File: src/rtl/rect_fill.sv
// rect_fill: clipped inclusive rectangle plotter, one pixel per cycle, column-major.
// Define RECT_FILL_STALL_EN to add the plot_ready back-pressure input.
module rect_fill #(
  parameter int H_RES    = 160,
  parameter int V_RES    = 120,
  parameter int X_W      = 8,
  parameter int Y_W      = 7,
  parameter int COLOUR_W = 3
) (
  input  logic                clk,
  input  logic                rst_n,
  input  logic                start,
  input  logic [X_W-1:0]      x0,
  input  logic [X_W-1:0]      x1,
  input  logic [Y_W-1:0]      y0,
  input  logic [Y_W-1:0]      y1,
  input  logic [COLOUR_W-1:0] colour,
  input  logic [1:0]          mode,
`ifdef RECT_FILL_STALL_EN
  input  logic                plot_ready,
`endif
  output logic                busy,
  output logic                done,
  output logic [X_W-1:0]      vga_x,
  output logic [Y_W-1:0]      vga_y,
  output logic [COLOUR_W-1:0] vga_colour,
  output logic                vga_plot
);
  typedef enum logic [1:0] {IDLE, LOAD, FILL, DONE} state_t;
  localparam logic [X_W-1:0] X_MAX = X_W'(H_RES - 1);
  localparam logic [Y_W-1:0] Y_MAX = Y_W'(V_RES - 1);
  state_t              state_q, state_d;
  logic [X_W-1:0]      cx_q, cx_d, xb_q, xb_d;
  logic [Y_W-1:0]      cy_q, cy_d, ya_q, ya_d, yb_q, yb_d;
  logic [COLOUR_W-1:0] colour_q, colour_d, pix_colour;
  logic [1:0]          mode_q, mode_d;
  logic [X_W-1:0]      xa, xb;
  logic [Y_W-1:0]      ya, yb;
  logic                adv;
`ifdef RECT_FILL_STALL_EN
  assign adv = plot_ready;
`else
  assign adv = 1'b1;
`endif
  assign xa = (x0 > X_MAX) ? X_MAX : x0;
  assign xb = (x1 > X_MAX) ? X_MAX : x1;
  assign ya = (y0 > Y_MAX) ? Y_MAX : y0;
  assign yb = (y1 > Y_MAX) ? Y_MAX : y1;
  always_comb begin
    state_d  = state_q;
    cx_d     = cx_q;
    cy_d     = cy_q;
    xb_d     = xb_q;
    ya_d     = ya_q;
    yb_d     = yb_q;
    colour_d = colour_q;
    mode_d   = mode_q;
    case (state_q)
      IDLE: state_d = start ? LOAD : IDLE;
      LOAD: begin
        xb_d     = xb;
        ya_d     = ya;
        yb_d     = yb;
        colour_d = colour;
        mode_d   = mode;
        cx_d     = xa;
        cy_d     = ya;
        state_d  = (xa > xb || ya > yb) ? DONE : FILL;
      end
      FILL: if (adv) begin
        if (cy_q != yb_q) cy_d = cy_q + Y_W'(1);
        else if (cx_q != xb_q) begin
          cy_d = ya_q;
          cx_d = cx_q + X_W'(1);
        end else state_d = DONE;
      end
      DONE: state_d = start ? DONE : IDLE;
      default: state_d = IDLE;
    endcase
  end
  always_ff @(posedge clk or negedge rst_n) begin
    if (!rst_n) begin
      state_q  <= IDLE;
      cx_q     <= '0;
      cy_q     <= '0;
      xb_q     <= '0;
      ya_q     <= '0;
      yb_q     <= '0;
      colour_q <= '0;
      mode_q   <= '0;
    end else begin
      state_q  <= state_d;
      cx_q     <= cx_d;
      cy_q     <= cy_d;
      xb_q     <= xb_d;
      ya_q     <= ya_d;
      yb_q     <= yb_d;
      colour_q <= colour_d;
      mode_q   <= mode_d;
    end
  end
  // Checkerboard inverts the base colour on odd (x+y) parity squares.
  assign pix_colour = (mode_q == 2'd0) ? colour_q :
                      (mode_q == 2'd1) ? COLOUR_W'(cx_q) :
                      (mode_q == 2'd2) ? COLOUR_W'(cy_q) :
                      (cx_q[0] ^ cy_q[0]) ? ~colour_q : colour_q;
  assign vga_x      = cx_q;
  assign vga_y      = cy_q;
  assign vga_colour = (state_q == FILL) ? pix_colour : '0;
  assign vga_plot   = (state_q == FILL) && adv;
  assign busy       = (state_q == LOAD) || (state_q == FILL);
  assign done       = (state_q == DONE);
endmodule

File: config.mk
export PLATFORM = sky130hd
export DESIGN_NAME = rect_fill
export DESIGN_NICKNAME = d
export VERILOG_FILES = /design/src/rtl/rect_fill.sv
export SDC_FILE = /design/constraint.sdc
export NUM_CORES = 1
export LEC_CHECK = 0
export ABC_AREA = 1
export BUFFER_PORTS_ARGS = -buffer_cell sky130_fd_sc_hd__buf_4
export CAP_MARGIN = 20
export CELL_PAD_IN_SITES_DETAIL_PLACEMENT = 0
export CELL_PAD_IN_SITES_GLOBAL_PLACEMENT = 1
export CORE_UTILIZATION = 44
export CTS_CLUSTER_SIZE = 12
export DETAILED_ROUTE_END_ITERATION = 10
export PLACE_DENSITY = 0.86
export SLEW_MARGIN = 15
export SYNTH_ARGS = -nofsm -noshare
export SYNTH_HDL_FRONTEND = slang
export SYNTH_SLANG_ARGS = --single-unit
File: constraint.sdc
create_clock -name clk -period 2.2 [get_ports clk]
set_input_delay 0.22 -clock clk [delete_from_list [all_inputs] [get_ports clk]]
set_output_delay 0.22 -clock clk [all_outputs]
set_load 0.01 [all_outputs]
==> flow_summary.json, run 1 <==
{
  "ys_seq_area_frac": 0.337,
  "viasPerCell": 4.99,
  "num_rows": 31,
  "antenna_found_initial": 0,
  "setup_total_negative_slack_ns": 0,
  "max-cap-violations": 0,
  "synth_top_cells_by_area": "sky130_fd_sc_hd__dfrtp_1 34%, sky130_fd_sc_hd__nand2_1 18%, sky130_fd_sc_hd__ha_1 8.0%",
  "floorplan.initialDensity": 0.452,
  "total_die_area_um2": 7770,
  "synthDominantAreaCellType": "sky130_fd_sc_hd__dfrtp_1",
  "drt_wl_cell_um": 13.4,
  "synth-edff-count": 0,
  "wl_mm": 8.14,
  "net_count_of_the_mapped_netlist": 512,
  "holdCritStartpoint": "mode[0]",
  "fin_cells": 607,
  "leakagePower_nw": 2.07,
  "setup_viol_count_final": 0,
  "layout.cells.most_common": "sky130_fd_sc_hd__nand2_1",
  "die_ht_um": 88.1,
  "vias_in_the_first_global_route": 2772,
  "num_antenna_cells": 0,
  "post_synth_inst_count": 453,
  "post_cts_hold_buffer_count": 1,
  "finalNetCount": 567,
  "critPathRequiredTime_ns": 1.98,
  "place.detailed.instances": 599,
  "cts.reportedPaths.clkPinSlew_ns": 0.08,
  "area_growth_syn_to_layout_pct": 19.0,
  "timing.critical_path.to_type": "output pin",
  "firstDrtPassIters": 4,
  "post-dp-hpwl_mm": 6.31,
  "largest_voltage_drop_on_the_vdd_net_mv": 0.577,
  "final_hold_fails": 0,
  "num_vias": 3029,
  "clock_tree.root_cell": "sky130_fd_sc_hd__clkbuf_8",
  "remaining_drc_errors": 0,
  "grt.total_usage": 0.228,
  "tritoncts_num_sinks": 44,
  "clock-skew-final_ns": 0.00565,
  "io_pins": 59,
  "cts_repair_resize_count": 0,
  "synth_top_flop_cell": "sky130_fd_sc_hd__dfrtp_1",
  "power.density_cell_area_nw_per_um2": 1330,
  "max_freq_mhz": 491,
  "yosys_register_bits": 44,
  "htree_num_levels": 2,
  "number_of_library_cell_types_mapped_by_synthesis": 30,
  "clk_path_buf_depth": 2,
  "cts_post_setup_buffers_inserted": 0,
  "unrepaired_setup_endpoints_after_global_routing": "no",
  "synth-async-reset-ratio": 1.00,
  "tightest_slew_ns": 0.561,
  "worst_hold_path_class": "input pin to register",
  "grt_start_max_net_pins": 45,
  "die-width_um": 88.1,
  "dr.first_iter.drc_count": 245,
  "power_mw": 5.16,
  "critical_path.startpoint": "vga_x[0]$_DFFE_PN0P_",
  "coreArea_um2": 7210,
  "ys_warn_count": 0,
  "post-route-period-util": 0.926,
  "cts_inserted_buffers": 5,
  "cts_tree": "yes",
  "worst-endpoint-arrival_ns": 1.82,
  "globalRoute.totalOverflow": 0,
  "critical_path.startpoint_type": "register",
  "placement.io_buffers": 58,
  "routabilityCongestion": 0.862,
  "relSlewSlack": 0.626,
  "run_status": "finished, final reports clean",
  "post-synth-top-area-fraction": 0.337,
  "syn_avg_cell_area_um2": 7.21,
  "r2r-start": "state_q[0]$_DFFE_PN0P_",
  "critical_path_peak_fanout": 7,
  "syn-cell-area_um2": 3260,
  "final_layout_size_suffix_gt1_frac": 0.191,
  "grt_first_pass_wirelength_mm": 13.4,
  "number_of_max_slew_violations_in_the_final_report": 0,
  "clock_insertion_delay_worst_skew_ns": 0.30,
  "class_of_the_most_critical_setup_path": "register to output pin",
  "timing.final.crit_period_ns": 2.04,
  "antenna_violating_nets_post_route": 0,
  "final_cell_mix": "154 x sky130_fd_sc_hd__nand2_1, 62 x sky130_fd_sc_hd__buf_4, 47 x sky130_fd_sc_hd__inv_1"
}
path summary, 6_finish.rpt:
kind	to	slack (ns)	cells past startpoint
worst max-delay path	vga_colour[0]	0.16	8
worst min-delay path	mode_q[0]$_DFFE_PN0N_	0.12	3
worst max register to register	vga_x[5]$_DFFE_PN0P_	0.40	6
worst min register to register	ya_q[6]$_DFFE_PN0N_	0.49	2
max in group asynchronous	xb_q[6]$_DFFE_PN0N_	1.35	2
min in group asynchronous	colour_q[2]$_DFFE_PN0N_	0.44	2
critical path, stage by stage, from the launching register on:
cell and delay, ns:
sky130_fd_sc_hd__dfrtp_1 0.50, sky130_fd_sc_hd__inv_1 0.14, sky130_fd_sc_hd__nand2_1 0.07, sky130_fd_sc_hd__nand2_1 0.12, sky130_fd_sc_hd__inv_1 0.08, sky130_fd_sc_hd__nand2_1 0.06, sky130_fd_sc_hd__nand3_1 0.07, sky130_fd_sc_hd__a221oi_1 0.29
sky130_fd_sc_hd__buf_4 0.18
registers in the layout (all words and copies together), names as in the netlist:
name      count
vga_x         8
xb_q          8
vga_y         7
ya_q          7
yb_q          7
colour_q      3
mode_q        2
state_q       2
synth_stat cells, drive strengths merged (6+ instances only):
| library cell | n |
|---|---|
| clkbuf | 10 |
| xor2 | 6 |
| a21oi | 12 |
| nand4 | 22 |
| nand3 | 37 |
| nand2 | 161 |
| or2 | 9 |
| nor2 | 31 |
| ha | 21 |
| xnor2 | 10 |
| buf | 6 |
| dfrtp | 44 |
| o21ai | 28 |
| inv | 48 |
metrics by stage:
| stage | area [um^2] | hold slack (ns) | utilization | setup slack (ns) |
|---|---|---|---|---|
| after global routing | 3880 | 0.121 | 0.539 | 0.0694 |
| after global placement | 3800 | 0.258 | 0.526 | 0.320 |
| after floorplan | 3260 | -0.0756 | - | 0.368 |
| final | 3880 | 0.123 | 0.539 | 0.163 |
| after CTS | 3880 | 0.117 | 0.539 | 0.171 |
| after detailed placement | 3800 | 0.258 | 0.526 | 0.294 |
cells by family after synthesis:
group | share of synthesized area
compound gates | 0.0832
xor+xnor | 0.0452
fa+ha+maj | 0.0805
buf+inv | 0.0786
flops | 0.337
simple gates | 0.375
cell type report:
type / count / area [um^2]
Fill cell: 718 / 3330
Multi-Input combinational cell: 345 / 1910
Sequential cell: 44 / 1100
Timing Repair Buffer: 64 / 495
Inverter: 48 / 180
Tap cell: 99 / 124
Clock buffer: 6 / 72.6
Clock inverter: 1 / 5.00
per-layer routing:
layer  global-route usage  vias to the layer above  wire (um)
li1                     -                     1574          -
met1                0.341                     1380       4320
met2                0.337                       69       3410
met3               0.0386                        6        313
met4               0.0645                        0         93
met5                    0                        -          0
power breakdown:
part	internal (mW)	leakage, nW	total (mW)	switching [mW]
sequential	1.22	0.537	1.71	0.495
combinational	1.19	1.49	2.96	1.78
clock	0.216	0.0410	0.487	0.271
total	2.62	2.07	5.16	2.54
Note: power is estimated with default switching activity, not from simulation.
==> inputs of run 2 (changes only) <==
--- a/config.mk
+++ b/config.mk
@@ -8,12 +8,10 @@
 export ABC_AREA = 1
 export BUFFER_PORTS_ARGS = -buffer_cell sky130_fd_sc_hd__buf_4
 export CAP_MARGIN = 20
-export CELL_PAD_IN_SITES_DETAIL_PLACEMENT = 0
-export CELL_PAD_IN_SITES_GLOBAL_PLACEMENT = 1
-export CORE_UTILIZATION = 44
+export CORE_UTILIZATION = 61
 export CTS_CLUSTER_SIZE = 12
 export DETAILED_ROUTE_END_ITERATION = 10
-export PLACE_DENSITY = 0.86
+export PLACE_DENSITY = 0.85
 export SLEW_MARGIN = 15
 export SYNTH_ARGS = -nofsm -noshare
 export SYNTH_HDL_FRONTEND = slang
==> run 2 against run 1 <==
Global-route usage is 6.2 points higher. Routed wire length is 5.0% lower. Maximum frequency is 0.64% higher. Non-clock buffer count is 1 higher. Largest cell class unchanged. Critical endpoint is now vga_colour[2]. Clock skew hardly changed. Design area is 0.74% lower. Power is 0.34% higher. Worst hold slack better by 0.012 ns. Worst setup slack better by 0.013 ns. Die area is 27% lower. Sequential share of layout area is 0.21 points higher. Cell count is 4.4% lower.
==> flow_summary.json, run 2 (synthesis gave the netlist of run 1 again) <==
{
  "htree_num_levels": 2,
  "io_pins": 59,
  "largest_voltage_drop_on_the_vdd_net_mv": 0.679,
  "grt.total_usage": 0.290,
  "cts_tree": "yes",
  "die_ht_um": 75.2,
  "critPathRequiredTime_ns": 1.98,
  "class_of_the_most_critical_setup_path": "register to output pin",
  "relSlewSlack": 0.628,
  "drt_wl_cell_um": 13.3,
  "coreArea_um2": 5140,
  "wl_mm": 7.73,
  "worst-endpoint-arrival_ns": 1.80,
  "tritoncts_num_sinks": 44,
  "worst_hold_path_class": "input pin to register",
  "m1WireLength_mm": 3.65,
  "grt_first_pass_wirelength_mm": 12.3,
  "timing.critical_path.to_type": "output pin",
  "tightest_slew_ns": 0.559,
  "routed.top_layer": "met4",
  "clock-skew-final_ns": 0.00547,
  "grt_start_max_net_pins": 45,
  "layout.cells.most_common": "sky130_fd_sc_hd__nand2_1",
  "num_rows": 26,
  "leakagePower_nw": 2.08,
  "floorplan.initialDensity": 0.635,
  "placement.setup.worst_slack_ns": 0.228,
  "remaining_drc_errors": 0,
  "number_of_max_slew_violations_in_the_final_report": 0,
  "globalRoute.totalOverflow": 0,
  "timing.final.crit_period_ns": 2.02,
  "run_status": "finished, final reports clean",
  "fin_cells": 580,
  "cts.reportedPaths.clkPinSlew_ns": 0.08,
  "post-dp-hpwl_mm": 5.88,
  "hold-worst-slack_ns": 0.135,
  "setup_total_negative_slack_ns": 0,
  "power_mw": 5.18,
  "final_setup_slack_of_the_worst_path_ns": 0.176,
  "critical_path_peak_fanout": 11,
  "critical_path.startpoint_type": "register",
  "antenna_found_initial": 0,
  "clock_insertion_delay_worst_skew_ns": 0.29,
  "max-cap-violations": 0,
  "placement.io_buffers": 58,
  "dr.first_iter.drc_count": 264,
  "unrepaired_setup_endpoints_after_global_routing": "no",
  "total_die_area_um2": 5650,
  "final_layout_size_suffix_gt1_frac": 0.192,
  "num_vias": 3132,
  "vias_in_the_first_global_route": 2737,
  "postLayoutCoreUtil": 0.750,
  "setup_viol_count_final": 0,
  "place.detailed.instances": 571,
  "clk_path_buf_depth": 2,
  "final_cell_mix": "154 x sky130_fd_sc_hd__nand2_1, 64 x sky130_fd_sc_hd__buf_4, 47 x sky130_fd_sc_hd__inv_1",
  "routabilityCongestion": 0.872,
  "cts_inserted_buffers": 5,
  "power.density_cell_area_nw_per_um2": 1340,
  "antenna_violating_nets_post_route": 0,
  "post-route-period-util": 0.920,
  "firstDrtPassIters": 5,
  "area_growth_syn_to_layout_pct": 18.1,
  "postLayoutCellArea_um2": 3860,
  "post_dp_cell_area_um2": 3760,
  "clock_tree.root_cell": "sky130_fd_sc_hd__clkbuf_8",
  "final_hold_fails": 0,
  "route.met2.wl_mm": 3.46,
  "num_antenna_cells": 0,
  "die-width_um": 75.2,
  "cts_repair_resize_count": 0,
  "max_freq_mhz": 494,
  "finalNetCount": 568,
  "wl_met3_um": 550,
  "viasPerCell": 5.40
}
[run 2: cell types whose count changed in the layout (fill, tap and decap cells not counted)]
cell	before	now
sky130_fd_sc_hd__buf_12	1	0
sky130_fd_sc_hd__buf_4	62	64
sky130_fd_sc_hd__clkbuf_8	5	6
sky130_fd_sc_hd__clkbuf_1	1	2
sky130_fd_sc_hd__clkinv_2	1	0
[run 2: layer usage]
layer / track usage / up-vias
li1: - / 1571
met1: 0.420 / 1431
met2: 0.445 / 121
met3: 0.0576 / 9
met4: 0.0782 / 0
met5: 0 / -
[run 2: worst paths after layout]
path / cells past startpoint / startpoint / slack [ns] / end
worst max-delay path: 5 / state_q[0]$_DFFE_PN0P_ / 0.18 / vga_colour[2]
worst min-delay path: 3 / colour[2] / 0.14 / colour_q[2]$_DFFE_PN0N_
worst max register to register: 6 / state_q[0]$_DFFE_PN0P_ / 0.34 / vga_x[2]$_DFFE_PN0P_
worst min register to register: 2 / ya_q[5]$_DFFE_PN0N_ / 0.48 / ya_q[5]$_DFFE_PN0N_
max in group asynchronous: 2 / rst_n / 1.37 / state_q[1]$_DFFE_PN0P_
min in group asynchronous: 2 / rst_n / 0.46 / colour_q[2]$_DFFE_PN0N_
[run 2: final cells by class]
cell class | instances | area, um^2
fill | 425 | 1280
sequential | 44 | 1100
tap | 70 | 87.6
timing repair buffer | 65 | 490
clock buffer | 8 | 90.1
multi-input combinational | 345 | 1910
inverter | 48 | 180
[run 2: timing repair]
item | in CTS | in global routing
hold buffers | 1 | 0
buffers inserted | 0 | 0
hold endpoints to repair | 44 | 0
[run 2: power breakdown]
group          switching [mW]  internal (mW)
sequential              0.481           1.22
clock                   0.260          0.256
combinational            1.78           1.18
[run 2: worst max-delay path, cell delays in order, from the launching register on]
cell	delay (ns)
sky130_fd_sc_hd__dfrtp_1	0.43
sky130_fd_sc_hd__inv_1	0.10
sky130_fd_sc_hd__ha_1	0.42
sky130_fd_sc_hd__o31ai_1	0.15
sky130_fd_sc_hd__a221oi_1	0.24
sky130_fd_sc_hd__buf_4	0.17
==> inputs of run 3 (changes only) <==
--- a/config.mk
+++ b/config.mk
@@ -12,6 +12,7 @@
 export CTS_CLUSTER_SIZE = 12
 export DETAILED_ROUTE_END_ITERATION = 10
 export PLACE_DENSITY = 0.85
+export RECOVER_POWER = 100
 export SLEW_MARGIN = 15
 export SYNTH_ARGS = -nofsm -noshare
 export SYNTH_HDL_FRONTEND = slang
==> run 3 against run 2 <==
Core utilization fell by 2.1 points. Sequential share of layout area rose by 0.84 points. Critical path depth did not move. Sequential cell count did not move. Sequential power barely moved. Routed wire length rose by 0.21%. Highest routed layer unchanged. Register-to-register slack got worse by 0.20 ns.
==> flow_summary.json, run 3 (synthesis gave the netlist of run 1 again) <==
{
  "num_vias": 3181,
  "placement.io_buffers": 58,
  "run_status": "finished, final reports clean",
  "wl_met3_um": 667,
  "critical_path_peak_fanout": 22,
  "die_ht_um": 75.2,
  "finalNetCount": 568,
  "num_rows": 26,
  "die-width_um": 75.2,
  "drt_wl_cell_um": 13.4,
  "routabilityCongestion": 0.872,
  "post-dp-hpwl_mm": 5.88,
  "globalRoute.totalOverflow": 0,
  "clock-skew-final_ns": 0.00481,
  "power.density_cell_area_nw_per_um2": 1330,
  "num_antenna_cells": 0,
  "dr.first_iter.drc_count": 319,
  "area_growth_syn_to_layout_pct": 14.8,
  "post-route-period-util": 0.935,
  "coreArea_um2": 5140,
  "critPathRequiredTime_ns": 2.33,
  "worst-r2r-cell-count": 5,
  "number_of_max_slew_violations_in_the_final_report": 0,
  "firstDrtPassIters": 6,
  "final_layout_size_suffix_gt1_frac": 0.143,
  "htree_num_levels": 2,
  "floorplan.initialDensity": 0.635,
  "grt_start_max_net_pins": 45,
  "max_freq_mhz": 486,
  "final_cell_mix": "155 x sky130_fd_sc_hd__nand2_1, 47 x sky130_fd_sc_hd__inv_1, 44 x sky130_fd_sc_hd__dfrtp_1",
  "timing.hold.worst_path_depth": 3,
  "cts_tree": "yes",
  "relSlewSlack": 0.277,
  "m1WireLength_mm": 3.52,
  "place.detailed.instances": 571,
  "postLayoutCellArea_um2": 3750,
  "n_fill_cell": 455,
  "wl_mm": 7.75,
  "power.clock.fraction": 0.104,
  "timing.final.crit_period_ns": 2.06,
  "antenna_found_initial": 0,
  "sw_frac_of_total": 0.504,
  "antenna_violating_nets_post_route": 0,
  "grt.total_usage": 0.290,
  "total_die_area_um2": 5650,
  "setup_viol_count_final": 0,
  "seq_power_share": 0.341,
  "cts.reportedPaths.clkPinSlew_ns": 0.08,
  "remaining_drc_errors": 0,
  "hold-worst-slack_ns": 0.135,
  "route.met2.wl_mm": 3.49,
  "fin_cells": 580,
  "max-cap-violations": 0,
  "grt_first_pass_wirelength_mm": 12.3,
  "worst-endpoint-arrival_ns": 2.18,
  "power_report.internal_total_mw": 2.47,
  "cts_post_setup_buffers_inserted": 0,
  "class_of_the_most_critical_setup_path": "register to register",
  "timing.critical_path.to_type": "register",
  "clock_insertion_delay_worst_skew_ns": 0.29,
  "leakagePower_nw": 1.98,
  "clk_path_buf_depth": 2,
  "viasPerCell": 5.48,
  "post_dp_cell_area_um2": 3760,
  "layout.cells.most_common": "sky130_fd_sc_hd__nand2_1",
  "tritoncts_num_sinks": 44,
  "largest_voltage_drop_on_the_vdd_net_mv": 0.668,
  "vias_in_the_first_global_route": 2737,
  "switching_power_mw": 2.51,
  "unrepaired_setup_endpoints_after_global_routing": "no",
  "pwr-share-comb": 0.555,
  "clock_tree.root_cell": "sky130_fd_sc_hd__clkbuf_8",
  "final_hold_fails": 0,
  "critical_path.startpoint_type": "register",
  "io_pins": 59,
  "routed.top_layer": "met4",
  "cts_inserted_buffers": 5,
  "setup_total_negative_slack_ns": 0,
  "tightest_slew_ns": 1.09,
  "postLayoutCoreUtil": 0.729,
  "worst_hold_path_class": "input pin to register"
}
[run 3: layer usage]
metal,vias to the layer above,global-route usage
met3,7,0.0576
met1,1468,0.420
met2,132,0.445
met5,-,0
met4,0,0.0782
li1,1574,-
[run 3: final timing paths]
path                                              from                       to  slack, ns
worst max-delay path            state_q[1]$_DFFE_PN0P_      yb_q[3]$_DFFE_PN0N_       0.14
worst min-delay path                           mode[1]    mode_q[1]$_DFFE_PN0N_       0.14
worst max register to register  state_q[1]$_DFFE_PN0P_      yb_q[3]$_DFFE_PN0N_       0.14
worst min register to register     ya_q[5]$_DFFE_PN0N_      ya_q[5]$_DFFE_PN0N_       0.48
max in group asynchronous                        rst_n   state_q[1]$_DFFE_PN0P_       0.88
min in group asynchronous                        rst_n  colour_q[2]$_DFFE_PN0N_       0.66
[run 3: what timing repair did]
item                                   in CTS  in global routing
gates resized for setup                     0                  0
endpoints found under the hold margin      44                  0
hold buffers                                1                  0
[run 3: power by group through the flow]
stage	clock, mW	combinational, mW	sequential, mW
2_1_floorplan	0	2.14	1.61
3_3_place_gp	0	2.85	1.68
3_5_place_dp	0	2.93	1.70
4_1_cts	0.524	2.95	1.69
5_1_grt	0.554	3.11	1.75
6_report	0.515	2.76	1.70
[run 3: stage by stage]
| stage | setup WS [ns] | total power [mW] |
|---|---|---|
| 2_1_floorplan | 0.368 | 3.75 |
| 3_3_place_gp | 0.314 | 4.53 |
| 3_5_place_dp | 0.228 | 4.63 |
| 4_1_cts | 0.162 | 5.17 |
| 5_1_grt | 0.0506 | 5.41 |
| 6_report | 0.143 | 4.98 |
[run 3: critical path, cell delays in order (launching register included)]
cell,delay [ns]
sky130_fd_sc_hd__dfrtp_1,0.41
sky130_fd_sc_hd__inv_1,0.10
sky130_fd_sc_hd__ha_1,0.22
sky130_fd_sc_hd__inv_1,0.20
sky130_fd_sc_hd__clkbuf_1,0.68
sky130_fd_sc_hd__o21ai_0,0.26
[run 3: area by class of cell]
type / instances / area [um^2] / share of cell area
inverter: 48 / 180 / 0.0481
timing repair buffer: 65 / 395 / 0.106
tap: 70 / 87.6 / 0.0234
multi-input combinational: 345 / 1890 / 0.505
clock buffer: 8 / 90.1 / 0.0240
sequential: 44 / 1100 / 0.294
